### src/rtl/ps2_host_tx_if.sv
// Byte-send handshake between the control logic and the PS/2 host transmitter.
//
// Handshake: the master holds tx_valid and tx_data steady while it waits. A
// transfer is accepted on a clock edge where tx_valid & tx_ready are both
// high. tx_ready is high only while the transmitter is idle. tx_busy is
// always ~tx_ready. tx_done and tx_error are single-cycle result pulses.
// tx_state mirrors the transmitter FSM for observation only.
interface ps2_host_tx_if;
   logic [7:0] tx_data;
   logic       tx_valid;
   logic       tx_ready;
   logic       tx_busy;
   logic       tx_done;
   logic       tx_error;
   logic [2:0] tx_state;

   modport master (
      output tx_data, tx_valid,
      input  tx_ready, tx_busy, tx_done, tx_error, tx_state
   );

   modport slave (
      input  tx_data, tx_valid,
      output tx_ready, tx_busy, tx_done, tx_error, tx_state
   );
endinterface

### src/rtl/ps2_host_tx.sv
// PS/2 host-to-device transmitter: inhibit, request-to-send, serialise
// start/data/parity/stop bits on device clock falling edges, check the ack.
// Optional watchdog enabled with the macro PS2_TX_TIMEOUT_EN.

// Two-flop synchroniser for an asynchronous pad; idles high like the bus.
module synchronize (
   input  logic clk_in,
   input  logic reset_in,
   input  logic async_in,
   output logic sync_out
);
   logic meta_q;
   logic sync_q;

   // Shift the pad level through two flops.
   always_ff @(posedge clk_in) begin
      if (reset_in) begin
         meta_q <= 1'b1;
         sync_q <= 1'b1;
      end else begin
         meta_q <= async_in;
         sync_q <= meta_q;
      end
   end

   assign sync_out = sync_q;
endmodule

// Accepts a new level only after it has been stable for CYCLES cycles.
module debounce #(
   parameter int CYCLES = 743
) (
   input  logic clk_in,
   input  logic reset_in,
   input  logic level_in,
   output logic level_out
);
   localparam int CW = $clog2(CYCLES + 1);
   localparam logic [CW-1:0] LIM = CW'(CYCLES - 1);

   logic [CW-1:0] cnt_q;
   logic          level_q;

   // Count cycles of disagreement; adopt the input once the count expires.
   always_ff @(posedge clk_in) begin
      if (reset_in) begin
         cnt_q   <= '0;
         level_q <= 1'b1;
      end else if (level_in == level_q) begin
         cnt_q <= '0;
      end else if (cnt_q == LIM) begin
         cnt_q   <= '0;
         level_q <= level_in;
      end else begin
         cnt_q <= cnt_q + 1'b1;
      end
   end

   assign level_out = level_q;
endmodule

module ps2_host_tx #(
   parameter int INHIBIT_CYCLES  = 14850,
   parameter int SETUP_CYCLES    = 743,
   parameter int DEBOUNCE_CYCLES = 743,
   parameter int TIMEOUT_CYCLES  = 2227500
) (
   input  logic               clk_in,
   input  logic               reset_in,
   input  logic               ps2_clk,
   input  logic               ps2_data,
   ps2_host_tx_if.slave       tx,
   output logic               ps2_clk_drive_low,
   output logic               ps2_data_drive_low
);
   localparam logic [2:0] S_IDLE      = 3'd0;
   localparam logic [2:0] S_INHIBIT   = 3'd1;
   localparam logic [2:0] S_REQUEST   = 3'd2;
   localparam logic [2:0] S_SEND      = 3'd3;
   localparam logic [2:0] S_ACK       = 3'd4;
   localparam logic [2:0] S_WAIT_IDLE = 3'd5;

   localparam logic [21:0] INHIBIT_LIM = 22'(INHIBIT_CYCLES - 1);
   localparam logic [21:0] SETUP_LIM   = 22'(SETUP_CYCLES - 1);
   localparam logic [21:0] TIMEOUT_LIM = 22'(TIMEOUT_CYCLES - 1);
`ifdef PS2_TX_TIMEOUT_EN
   localparam bit WDOG_EN = 1'b1;
`else
   localparam bit WDOG_EN = 1'b0;
`endif

   logic       clk_sync, data_sync;
   logic       db_clk, db_data;
   logic       fall;

   logic [2:0]  state_q, state_d;
   logic [21:0] tmr_q, tmr_d;         // phase timer, then watchdog once in SEND
   logic [3:0]  bit_cnt_q, bit_cnt_d;
   logic [9:0]  frame_q, frame_d;
   logic        clk_low_q, clk_low_d;
   logic        data_low_q, data_low_d;
   logic        ack_ok_q, ack_ok_d;
   logic        done_q, done_d;
   logic        error_q, error_d;
   logic        db_clk_prev_q;
   logic        watched;

   synchronize u_sync_clk  (.clk_in(clk_in), .reset_in(reset_in), .async_in(ps2_clk),  .sync_out(clk_sync));
   synchronize u_sync_data (.clk_in(clk_in), .reset_in(reset_in), .async_in(ps2_data), .sync_out(data_sync));
   debounce #(.CYCLES(DEBOUNCE_CYCLES)) u_db_clk  (.clk_in(clk_in), .reset_in(reset_in), .level_in(clk_sync),  .level_out(db_clk));
   debounce #(.CYCLES(DEBOUNCE_CYCLES)) u_db_data (.clk_in(clk_in), .reset_in(reset_in), .level_in(data_sync), .level_out(db_data));

   // Only device-driven falling edges advance the frame.
   assign fall    = db_clk_prev_q & ~db_clk;
   assign watched = (state_q == S_SEND) || (state_q == S_ACK) || (state_q == S_WAIT_IDLE);

   // Next-state logic for the transfer sequence and optional watchdog.
   always_comb begin
      state_d    = state_q;
      tmr_d      = tmr_q;
      bit_cnt_d  = bit_cnt_q;
      frame_d    = frame_q;
      clk_low_d  = clk_low_q;
      data_low_d = data_low_q;
      ack_ok_d   = ack_ok_q;
      done_d     = 1'b0;
      error_d    = 1'b0;
      case (state_q)
         S_IDLE: begin
            clk_low_d  = 1'b0;
            data_low_d = 1'b0;
            if (tx.tx_valid) begin
               frame_d   = {1'b1, ~^tx.tx_data, tx.tx_data};
               bit_cnt_d = 4'd0;
               tmr_d     = '0;
               clk_low_d = 1'b1;
               state_d   = S_INHIBIT;
            end
         end
         S_INHIBIT: begin
            if (tmr_q == INHIBIT_LIM) begin
               tmr_d      = '0;
               data_low_d = 1'b1;
               state_d    = S_REQUEST;
            end else begin
               tmr_d = tmr_q + 1'b1;
            end
         end
         S_REQUEST: begin
            if (tmr_q == SETUP_LIM) begin
               tmr_d     = '0;
               clk_low_d = 1'b0;
               state_d   = S_SEND;
            end else begin
               tmr_d = tmr_q + 1'b1;
            end
         end
         S_SEND: begin
            if (fall) begin
               data_low_d = ~frame_q[bit_cnt_q];
               if (bit_cnt_q == 4'd9) state_d = S_ACK;
               else                   bit_cnt_d = bit_cnt_q + 1'b1;
            end
         end
         S_ACK: begin
            if (fall) begin
               ack_ok_d = ~db_data;
               state_d  = S_WAIT_IDLE;
            end
         end
         S_WAIT_IDLE: begin
            if (db_clk && db_data) begin
               done_d  = ack_ok_q;
               error_d = ~ack_ok_q;
               state_d = S_IDLE;
            end
         end
         default: state_d = S_IDLE;
      endcase
      // Watchdog: a completion in the same cycle takes priority.
      if (WDOG_EN && watched && (state_d != S_IDLE)) begin
         if (tmr_q == TIMEOUT_LIM) begin
            state_d    = S_IDLE;
            clk_low_d  = 1'b0;
            data_low_d = 1'b0;
            error_d    = 1'b1;
         end else begin
            tmr_d = tmr_q + 1'b1;
         end
      end
   end

   // State and output registers with synchronous reset.
   always_ff @(posedge clk_in) begin
      if (reset_in) begin
         state_q       <= S_IDLE;
         tmr_q         <= '0;
         bit_cnt_q     <= 4'd0;
         frame_q       <= '0;
         clk_low_q     <= 1'b0;
         data_low_q    <= 1'b0;
         ack_ok_q      <= 1'b0;
         done_q        <= 1'b0;
         error_q       <= 1'b0;
         db_clk_prev_q <= 1'b1;
      end else begin
         state_q       <= state_d;
         tmr_q         <= tmr_d;
         bit_cnt_q     <= bit_cnt_d;
         frame_q       <= frame_d;
         clk_low_q     <= clk_low_d;
         data_low_q    <= data_low_d;
         ack_ok_q      <= ack_ok_d;
         done_q        <= done_d;
         error_q       <= error_d;
         db_clk_prev_q <= db_clk;
      end
   end

   assign tx.tx_ready         = (state_q == S_IDLE);
   assign tx.tx_busy          = (state_q != S_IDLE);
   assign tx.tx_done          = done_q;
   assign tx.tx_error         = error_q;
   assign tx.tx_state         = state_q;
   assign ps2_clk_drive_low   = clk_low_q;
   assign ps2_data_drive_low  = data_low_q;
endmodule

### src/flat_wrapper.sv
// flat-port wrapper written by rule: the top's interface ports become plain ports
module ps2_host_tx_flat 
#(
   parameter int INHIBIT_CYCLES  = 14850,
   parameter int SETUP_CYCLES    = 743,
   parameter int DEBOUNCE_CYCLES = 743,
   parameter int TIMEOUT_CYCLES  = 2227500
)
  (clk_in, reset_in, ps2_clk, ps2_data, ps2_clk_drive_low, ps2_data_drive_low, tx_tx_data, tx_tx_valid, tx_tx_ready, tx_tx_busy, tx_tx_done, tx_tx_error, tx_tx_state);
  ps2_host_tx_if tx_i ();
  input  logic clk_in;
  input  logic reset_in;
  input  logic ps2_clk;
  input  logic ps2_data;
  output logic ps2_clk_drive_low;
  output logic ps2_data_drive_low;
  input wire logic [$bits(tx_i.tx_data)-1:0] tx_tx_data;
  input wire logic [$bits(tx_i.tx_valid)-1:0] tx_tx_valid;
  output wire logic [$bits(tx_i.tx_ready)-1:0] tx_tx_ready;
  output wire logic [$bits(tx_i.tx_busy)-1:0] tx_tx_busy;
  output wire logic [$bits(tx_i.tx_done)-1:0] tx_tx_done;
  output wire logic [$bits(tx_i.tx_error)-1:0] tx_tx_error;
  output wire logic [$bits(tx_i.tx_state)-1:0] tx_tx_state;
  assign tx_i.tx_data = tx_tx_data;
  assign tx_i.tx_valid = tx_tx_valid;
  assign tx_tx_ready = tx_i.tx_ready;
  assign tx_tx_busy = tx_i.tx_busy;
  assign tx_tx_done = tx_i.tx_done;
  assign tx_tx_error = tx_i.tx_error;
  assign tx_tx_state = tx_i.tx_state;
  ps2_host_tx #(.INHIBIT_CYCLES(INHIBIT_CYCLES), .SETUP_CYCLES(SETUP_CYCLES), .DEBOUNCE_CYCLES(DEBOUNCE_CYCLES), .TIMEOUT_CYCLES(TIMEOUT_CYCLES)) u_core (.clk_in(clk_in), .reset_in(reset_in), .ps2_clk(ps2_clk), .ps2_data(ps2_data), .tx(tx_i), .ps2_clk_drive_low(ps2_clk_drive_low), .ps2_data_drive_low(ps2_data_drive_low));
endmodule
### config.mk
export PLATFORM = sky130hd
export DESIGN_NAME = ps2_host_tx_flat
export DESIGN_NICKNAME = d
export VERILOG_FILES = /design/src/rtl/ps2_host_tx_if.sv /design/src/rtl/ps2_host_tx.sv /design/src/flat_wrapper.sv
export SDC_FILE = /design/constraint.sdc
export NUM_CORES = 1
export LEC_CHECK = 0
export ABC_AREA = 1
export CAP_MARGIN = 25
export CORE_MARGIN = 3
export CORE_UTILIZATION = 35
export CTS_CLUSTER_SIZE = 16
export DETAILED_ROUTE_END_ITERATION = 10
export GPL_TIMING_DRIVEN = 0
export SLEW_MARGIN = 20
export SYNTH_ARGS = -nofsm -noshare
export SYNTH_HDL_FRONTEND = slang
export SYNTH_SLANG_ARGS = --single-unit
### constraint.sdc
create_clock -name clk_in -period 3.8 [get_ports clk_in]
set_input_delay 0.57 -clock clk_in [delete_from_list [all_inputs] [get_ports clk_in]]
set_output_delay 0.57 -clock clk_in [all_outputs]
set_load 0.01 [all_outputs]
Word-level counts from Yosys, hierarchy flattened
Index checks and enable logic that the tools add are counted.
{"block": "word_totals", "reg_bits": 71, "input_bits": 13, "out_inout_bits": 9, "elab_cells": 96}
{"block": "classes", "add_sub_neg": 4, "order_cmp": 1, "n_eq_ne": 20, "mux": 24, "n_bitwise": 9, "reduce_logical": 20}
{"operator": "$mux W22", "n": 3}
{"operator": "$pmux W22 S3", "n": 1}
{"operator": "$add A22 B1 Y22 const B", "n": 1}
{"operator": "$eq A22 B10 Y1 const B", "n": 1}
{"operator": "$eq A22 B14 Y1 const B", "n": 1}
{"operator": "$mux W3", "n": 7}
{"operator": "$add A10 B1 Y10 const B", "n": 2}
{"operator": "$eq A10 B10 Y1 const B", "n": 2}
{"operator": "$pmux W3 S6", "n": 1}
{"operator": "$mux W4", "n": 3}
{"operator": "$reduce_and A2 Y1", "n": 6}
{"operator": "$reduce_bool A3 Y1", "n": 3}
{"operator": "$reduce_or A3 Y1", "n": 3}
{"operator": "$ne A2 B1 Y1 const B", "n": 4}
{"operator": "$ne A2 B2 Y1 const B", "n": 4}
{"operator": "$not A1 Y1", "n": 8}
{"operator": "$pmux W4 S2", "n": 1}
{"operator": "$reduce_xnor A8 Y1", "n": 1}
{"operator": "$reduce_and A7 Y1", "n": 1}
{"operator": "$eq A3 B2 Y1 const B", "n": 2}
{"operator": "$eq A3 B3 Y1 const B", "n": 2}
{"operator": "$lt A4 B5 Y1 const B", "n": 1}
{"operator": "$mux W1", "n": 5}
{"operator": "$add A4 B1 Y4 const B", "n": 1}
{"operator": "12 further kinds", "n": 14}

Longest topological paths before layout
Gate-level depths: netlist of run 1.
{"block": "logic_depth", "ltp_word": 5, "mapped_depth": 12, "mapped_depth_nobuf": 12}

Cells and area by module
From an unflattened synthesis of run 1, not the netlist that was laid out.
{"block": "unflattened", "cells_unflattened": 612, "area_unflattened_um2": 3991.3}
{"module": "ps2_host_tx", "n_inst": 1, "cells_per_inst": 454, "area_each_um2": 2805.2, "seq_area_each_um2": 900.9}
{"module": "debounce", "n_inst": 2, "cells_per_inst": 72, "area_each_um2": 534.3, "seq_area_each_um2": 220.2}
{"module": "synchronize", "n_inst": 2, "cells_per_inst": 7, "area_each_um2": 58.8, "seq_area_each_um2": 40.0}

Worst setup path before layout of run 1
No wires, ideal clock.
{"block": "synth_path", "kind": "register -> register", "start": "register u_core.tmr_q[0]", "end": "register u_core.tmr_q[16]", "setup_ns": 0.062, "arrival_time_ns": 1.499, "required_time_ns": 3.738, "setup_slack_ns": 2.239, "stages_incl_launch_ff": 10, "path_buffers": 0, "period_less_slack_ns": 1.561, "path_cell_list": "dfxtp_1 -> ha_1 -> nand3_1 -> nor3_2 -> nand2_1 -> nor2_2 -> nand2_1 -> o21ai_0 -> nand2_1 -> nor2_2"}
{"block": "synth_between", "elab_chain_cells": 3, "word_cells_on_any_way": 6, "classes_between": "add/sub (1); eq/ne (2); mux (3)"}
{"item": "start, declared", "line": "ps2_host_tx.sv:97", "source": "logic [21:0] tmr_q, tmr_d;"}
{"item": "start signal, assigned", "line": "ps2_host_tx.sv:208", "source": "tmr_q <= tmr_d;"}
{"item": "$add A22 B1 Y22, or another cell as far along", "line": "ps2_host_tx.sv:146, ps2_host_tx.sv:155"}
{"item": "$mux W22, on equally long branches", "line": "ps2_host_tx.sv:150, ps2_host_tx.sv:141"}
{"item": "$pmux W22 S3 (*)", "line": "ps2_host_tx.sv:128", "source": "case (state_q)"}
Mark *: on every way between the ends. The rest lies on a longest branch, timed or not.
A chain may end at the register's enable or synchronous reset.

Worst setup path after layout of run 1
{"block": "layout_path", "start": "register u_core.state_q[2], in the netlist u_core.tx.tx_state[2]", "end": "output tx_tx_busy"}
{"block": "layout_between", "elab_chain_cells": 1}
{"item": "start, declared", "line": "ps2_host_tx.sv:96", "source": "logic [2:0] state_q, state_d;"}
{"item": "start signal, assigned", "line": "ps2_host_tx.sv:207", "source": "state_q <= state_d;"}
{"item": "$reduce_bool A3 Y1", "line": "ps2_host_tx.sv:221", "source": "assign tx.tx_busy = (state_q != S_IDLE);"}
{"item": "end, declared", "line": "flat_wrapper.sv:20", "source": "output wire logic [$bits(tx_i.tx_busy)-1:0] tx_tx_busy;"}
Every way passes these cells.

==> impl_metrics.yaml, run 1 <==
clock_tree:
  cts.clk_slew.worst_paths_ps: 70
  cts_repair_resize_count: 0
  clock_tree_from_tritoncts: "yes"
  cts.path.max_buffers: 2
  clock_latency_ps: 370
  cts-hold-fix-buffers: 0
  cts_made_buffers: 9
  postCtsSetupBuffers: 0
  cts_htree_levels: 3
  root_buffer_master: "clkbuf_8"
  clkSinkCount: 71
synth:
  synthesis.yosys.warnings: 0
  synth.net_count: 590
  ff_latch_count_synth: 71
  yosysSeqAreaShare: 0.3688
  synthesis.area_um2: 3854
  cells_after_synth: 568
  number_of_distinct_library_cell_variants_in_the_gate_level_netlist_after_synthesis: 33
  avgSynthCellArea_um2: 6.785
power:
  power.ir.vdd_worst_mv: 0.2720
  p_leak_uw: 0.001767
  power_share_of_the_combinational_group: 0.315
  p_per_area_nw_per_um2: 509.4
  fraction_of_power_consumed_by_the_clock_network: 0.296
  power_report.internal_total_uw: 1429
  switching_share: 0.3702
  share_of_power_burned_in_registers: 0.389
  total_switching_power_uw: 839.9
placed_design:
  place.detailed.hpwl_mm: 7.218
  portBuffers: 21
  globalplace.congestion: 0.9820
  placement.setup.worst_slack_ps: 1679
sta:
  drv_slew: 0
  timing.clock.skew_ps: 13.44
  hold_viol_final: 0
  rsz0062_at_grt: "no"
  report.final.setup_viol: 0
  setup_tns_ps: 0
  finalWorstSetupSlack_ps: 1397
  slew-limit-headroom: 0.5003
  fmax_mhz: 416.2
  period_needed_ps: 2403
  layout_worst_path_cycle_share: 0.6323
  worst_slew_pin_slew_ps: 746.2
setup_path:
  slowest_stage_cell_cp: "clkdlybuf4s50_1"
  worst_setup_path_end_kind: "output port"
  critPathKind: "register to output port"
  cp_cell_sequence: "inv_1 -> nand2_4 -> nor2_4 -> inv_1 -> clkdlybuf4s50_1"
  crit_fanout: 6
  worstRegToRegCells: 9
  worst_setup_path_start_kind: "register"
  worst_path_max_stage_delay_ps: 540
  critPathMostFrequentCell: "inv_1"
  cp.required_ps: 3230
  worst-r2r-setup-slack_ps: 1800
  cp_data_arrival_time_ps: 1830
die:
  chipHeight_um: 110.9
  boundaryPins: 22
  die_area_um2: 12310
  std_cell_rows: 37
  start_util: 0.3667
  floorplan.core_area_um2: 10510
  die_width_um: 110.9
route:
  drt_first_iter_violations: 225
  dr.pass1.iters: 7
  via_per_inst: 4.977
  totalWireLength_mm: 9.551
  postRouteAntennaNets: 0
  drcViolationCount: 0
  routedWlPerCell_um: 12.89
  dr_total_vias: 3688
layout:
  antenna_cells: 0
  layout.filler_cells: 1074
  area.sequential_um2: 1421
  multiInputGateArea_um2: 2074
  layout-area-overhead-vs-synth_pct: 15.58
  finalNetCount: 622
  final_layout_size_suffix_gt1_frac: 0.08430
hold_path:
  holdPathStages: 1
  worst_hold_path_type: "register to register"
grt:
  grt_pass1_wl_mm: 16.33
  grt_max_degree: 14
  grtUsageTotal: 0.1616
  number_of_antenna_violations_at_the_first_check_in_global_routing: 0
  first_global_vias: 3500
  grt.overflow.total: 0
run_status:
  status: "finished clean"
flow_run:
  max_cap_viol_count: 0
[logic make-up (layout without fill, tap and decap cells)]
logic type / after synthesis / after routing / share of synthesized area
AO/OA/AOI/OAI: 68 / 68 / 0.09708
XOR/XNOR: 13 / 13 / 0.02955
adder cells (fa/ha/maj): 9 / 9 / 0.02922
buffers and inverters: 91 / 128 / 0.09286
flip-flops: 71 / 71 / 0.3688
AND/OR/NAND/NOR: 316 / 316 / 0.3825
[Yosys cell counts, drive strengths merged]
cell / number / share of area
nand2: 130 / 0.14
inv: 82 / 0.081
nor2: 80 / 0.082
dfxtp: 71 / 0.37
nand3: 52 / 0.071
a21oi: 31 / 0.041
o21ai: 26 / 0.035
nor3: 23 / 0.040
nand4: 17 / 0.028
ha: 9 / 0.029
xnor2: 9 / 0.020
nor3b: 7 / 0.014
buf: 6 / 0.0094
o211ai: 6 / 0.012
or2: 4 / 0.0065
xor2: 4 / 0.0091
clkbuf: 3 / 0.0029
a31oi: 2 / 0.0032
nor4: 2 / 0.0032
o21bai: 2 / 0.0039
a221oi: 1 / 0.0023
and3: 1 / 0.0016
[power groups by stage]
| stage | combinational [µW] | sequential [µW] | clock, µW |
|---|---|---|---|
| floorplan | 481 | 885 | 0 |
| global route | 796 | 891 | 732 |
| finish | 715 | 882 | 673 |
| global placement | 708 | 900 | 0 |
| detailed placement | 709 | 899 | 0 |
| CTS | 711 | 881 | 696 |
[worst paths after layout]
check,start,to
worst max-delay path,u_core.tx.tx_state[2],tx_tx_busy
worst min-delay path,u_core.u_sync_clk.meta_q,u_core.u_sync_clk.sync_out
worst max register to register,u_core.tmr_q[0],u_core.tmr_q[16]
worst min register to register,u_core.u_sync_clk.meta_q,u_core.u_sync_clk.sync_out
[layer usage]
metal  part of all wire  global-route usage
met1               0.48              0.2213
met3              0.064             0.04640
met4              0.022             0.06486
met5                  0                   0
met2               0.43              0.2383
[metrics by stage]
stage	instances	power, µW	util	hold slack [ps]	cell area, µm²
2_1_floorplan	568	1366	-	389.5	3854
3_3_place_gp	725	1608	0.4029	394.9	4234
3_5_place_dp	725	1608	0.4029	401.4	4234
4_1_cts	741	2289	0.4239	418.6	4454
5_1_grt	741	2420	0.4239	438.2	4454
6_report	741	2269	0.4239	413.1	4454
[state kept, by name, summed over array words and instances (netlist names), 3 cells and up]
signal,flops
u_core.bit_cnt_q,4
u_core.tmr_q,22
u_core.u_db_data.cnt_q,10
u_core.frame_q,10
u_core.u_db_clk.cnt_q,10
u_core.tx.tx_state,3
[worst max-delay path, delay by kind of cell (launching register included)]
family,cells,cell delay [ps]
buf+inv,3,840
simple gates,2,170
flops,1,470
[cell type report]
type                            count  area share
Multi-Input combinational cell    406      0.4657
Sequential cell                    71      0.3191
Inverter                           82     0.06966
Timing Repair Buffer               21     0.04719
Tap cell                          136     0.03820
Clock buffer                        9     0.02781
Clock inverter                      7     0.02163
Buffer                              9     0.01067
[cell usage in the layout (no fill, tap or decap), drive strengths merged, types with 9 or more instances in the layout]
cell           count
nand4             17
clkbuf            12
o21ai             26
inv               83
nor2              80
nor3              23
a21oi             31
dfxtp             71
ha                 9
clkdlybuf4s50     21
nand3             52
xnor2              9
nand2            130
(Power assumes the default switching activity.)
==> inputs of run 2 (changes only) <==
clock period = 2.03 ns   (was 3.8 ns; I/O delays follow)
==> run 2 against run 1 <==
Net effect:
- sequential share of layout area is essentially flat
- critical path depth is the same
- flip-flop and latch count is the same
- first-iteration DRC count grew 0.89%
- count of clock-buffer cells in the layout is the same
- cell area grew 0.45%
- sequential power grew 88%
- utilization grew 0.19 points
- clock skew is essentially flat
- largest cell class unchanged
- clock power grew 87%
==> impl_metrics.yaml, run 2 (synthesis results as in run 1) <==
run_status:
  status: "finished clean"
setup_path:
  critPathKind: "register to output port"
  cp_cell_sequence: "inv_2 -> nand2_4 -> nor2_4 -> inv_1 -> clkdlybuf4s50_1"
  critical-path-top-delay-family: "buffers and inverters"
  worst-path-stages: 5
  slowest_stage_cell_cp: "clkdlybuf4s50_1"
  worst_path_max_stage_delay_ps: 540
  reg2reg_from: "u_core.tmr_q[0]"
  cp.required_ps: 1730
  crit_fanout: 6
  worst-r2r-setup-slack_ps: 200
  worst_setup_path_end_kind: "output port"
  worstRegToRegCells: 9
  worst_setup_path_start_kind: "register"
  critical_path.reg2reg.endpoint: "u_core.tmr_q[16]"
  cp_data_arrival_time_ps: 1640
  critical_path.n_buffers_inverters: 3
layout:
  layout-area-overhead-vs-synth_pct: 16.10
  finalNetCount: 623
  layout.filler_cells: 1075
  layout.core_utilization: 0.4258
  final_layout_size_suffix_gt1_frac: 0.09241
  antenna_cells: 0
  largest_register_ffs: 22
  layout.cells.most_common: "nand2_1"
  layout_common_cells: "nand2_1 (122), inv_1 (79), nor2_1 (76), dfxtp_1 (68), nand3_1 (51)"
  fin_cells: 742
  largest_register_by_flop_count: "u_core.tmr_q"
hold_path:
  worst_hold_path_type: "register to register"
  holdPathStages: 1
  timing.hold.worst_endpoint: "u_core.u_sync_clk.sync_out"
  hold_path.startpoint: "u_core.u_sync_clk.meta_q"
grt:
  grt.overflow.total: 0
  grt_use_met2: 0.2383
  grt_max_degree: 14
  use_met3: 0.04640
  use_met1: 0.2213
  number_of_antenna_violations_at_the_first_check_in_global_routing: 0
  first_global_vias: 3500
  grt_pass1_wl_mm: 16.33
  top_usage_layer: "met2"
  grtUsageTotal: 0.1616
power:
  power.ir.vdd_worst_mv: 0.5066
  design_power_total_uw: 4272
  p_leak_uw: 0.001790
  p_per_area_nw_per_um2: 954.8
die:
  die_width_um: 110.9
  boundaryPins: 22
  die_area_um2: 12310
  floorplan.core_area_um2: 10510
  start_util: 0.3667
  chipHeight_um: 110.9
  std_cell_rows: 37
placed_design:
  placed_cells: 725
  place.detailed.hpwl_mm: 7.218
  portBuffers: 21
  globalplace.congestion: 0.9820
route:
  postRouteAntennaNets: 0
  routedWlPerCell_um: 12.82
  drcViolationCount: 0
  via_per_inst: 4.937
  drt_first_iter_violations: 227
  totalWireLength_mm: 9.511
  dr.pass1.iters: 5
  dr_total_vias: 3663
clock_tree:
  cts.clk_slew.worst_paths_ps: 70
  clock_tree_from_tritoncts: "yes"
  cts_made_buffers: 9
  cts-hold-fix-buffers: 0
  cts_htree_levels: 3
  clock_latency_ps: 370
  cts.path.max_buffers: 2
  root_buffer_master: "clkbuf_8"
  clkSinkCount: 71
sta:
  slew-limit-headroom: 0.5003
  timing.clock.skew_ps: 13.70
  hold_viol_final: 0
  layout_worst_path_cycle_share: 0.9563
  setup_tns_ps: 0
  rsz0062_at_grt: "no"
  drv_slew: 0
  report.final.setup_viol: 0
  period_needed_ps: 1941
  worst_slew_pin_slew_ps: 746.2
  fmax_mhz: 515.1
flow_run:
  max_cap_viol_count: 0
-- run 2: cell count changes in the layout (fill, tap and decap cells not counted), sizes merged --
cell  delta
buf      +1
-- run 2: where the power goes --
part | internal [µW] | leakage, µW | switching, µW
sequential | 1520 | 0.000578 | 133
clock | 692 | 0.000102 | 570
combinational | 482 | 0.00111 | 869
-- run 2: timing repair --
item	CTS	global route
setup buffers	0	1
pin swaps	0	1
hold endpoints to repair	0	0
resized for setup	3	3
endpoints found under the setup margin	2	5
-- run 2: how the worst max path moves through the flow --
stage	from	to	slack (ps)
2_1_floorplan	u_core.tmr_q[0]	u_core.tmr_q[16]	470
3_3_place_gp	u_core.tmr_q[0]	u_core.tmr_q[18]	40
3_5_place_dp	u_core.tmr_q[0]	u_core.tmr_q[16]	80
4_1_cts	u_core.tx.tx_state[1]	tx_tx_busy	9
5_1_grt	u_core.tx.tx_state[1]	tx_tx_busy	10
6_report	u_core.tx.tx_state[2]	tx_tx_busy	90
-- run 2: per-layer routing --
metal | part of all wire | wire length (µm)
met5 | 0 | 0
met4 | 0.022 | 206
met3 | 0.061 | 581
met2 | 0.43 | 4127
met1 | 0.48 | 4596
-- run 2: layout make-up --
| type | count | area, µm² | area share |
|---|---|---|---|
| timing repair buffer | 22 | 217.7 | 0.04866 |
| buffer | 9 | 47.55 | 0.01063 |
| multi-input combinational | 406 | 2081 | 0.4650 |
| clock inverter | 7 | 96.34 | 0.02153 |
| sequential | 71 | 1428 | 0.3191 |
| inverter | 82 | 310.3 | 0.06935 |
| clock buffer | 9 | 123.9 | 0.02768 |
| tap | 136 | 170.2 | 0.03803 |
-- run 2: through the flow --
stage               area (µm²)  hold slack [ps]  worst slack [ps]
global placement          4234            394.9             36.03
CTS                       4457            418.6             8.658
detailed placement        4234            401.4             75.78
global route              4474            438.2             10.92
floorplan                 3854            389.5             468.6
finish                    4474            413.2             88.80
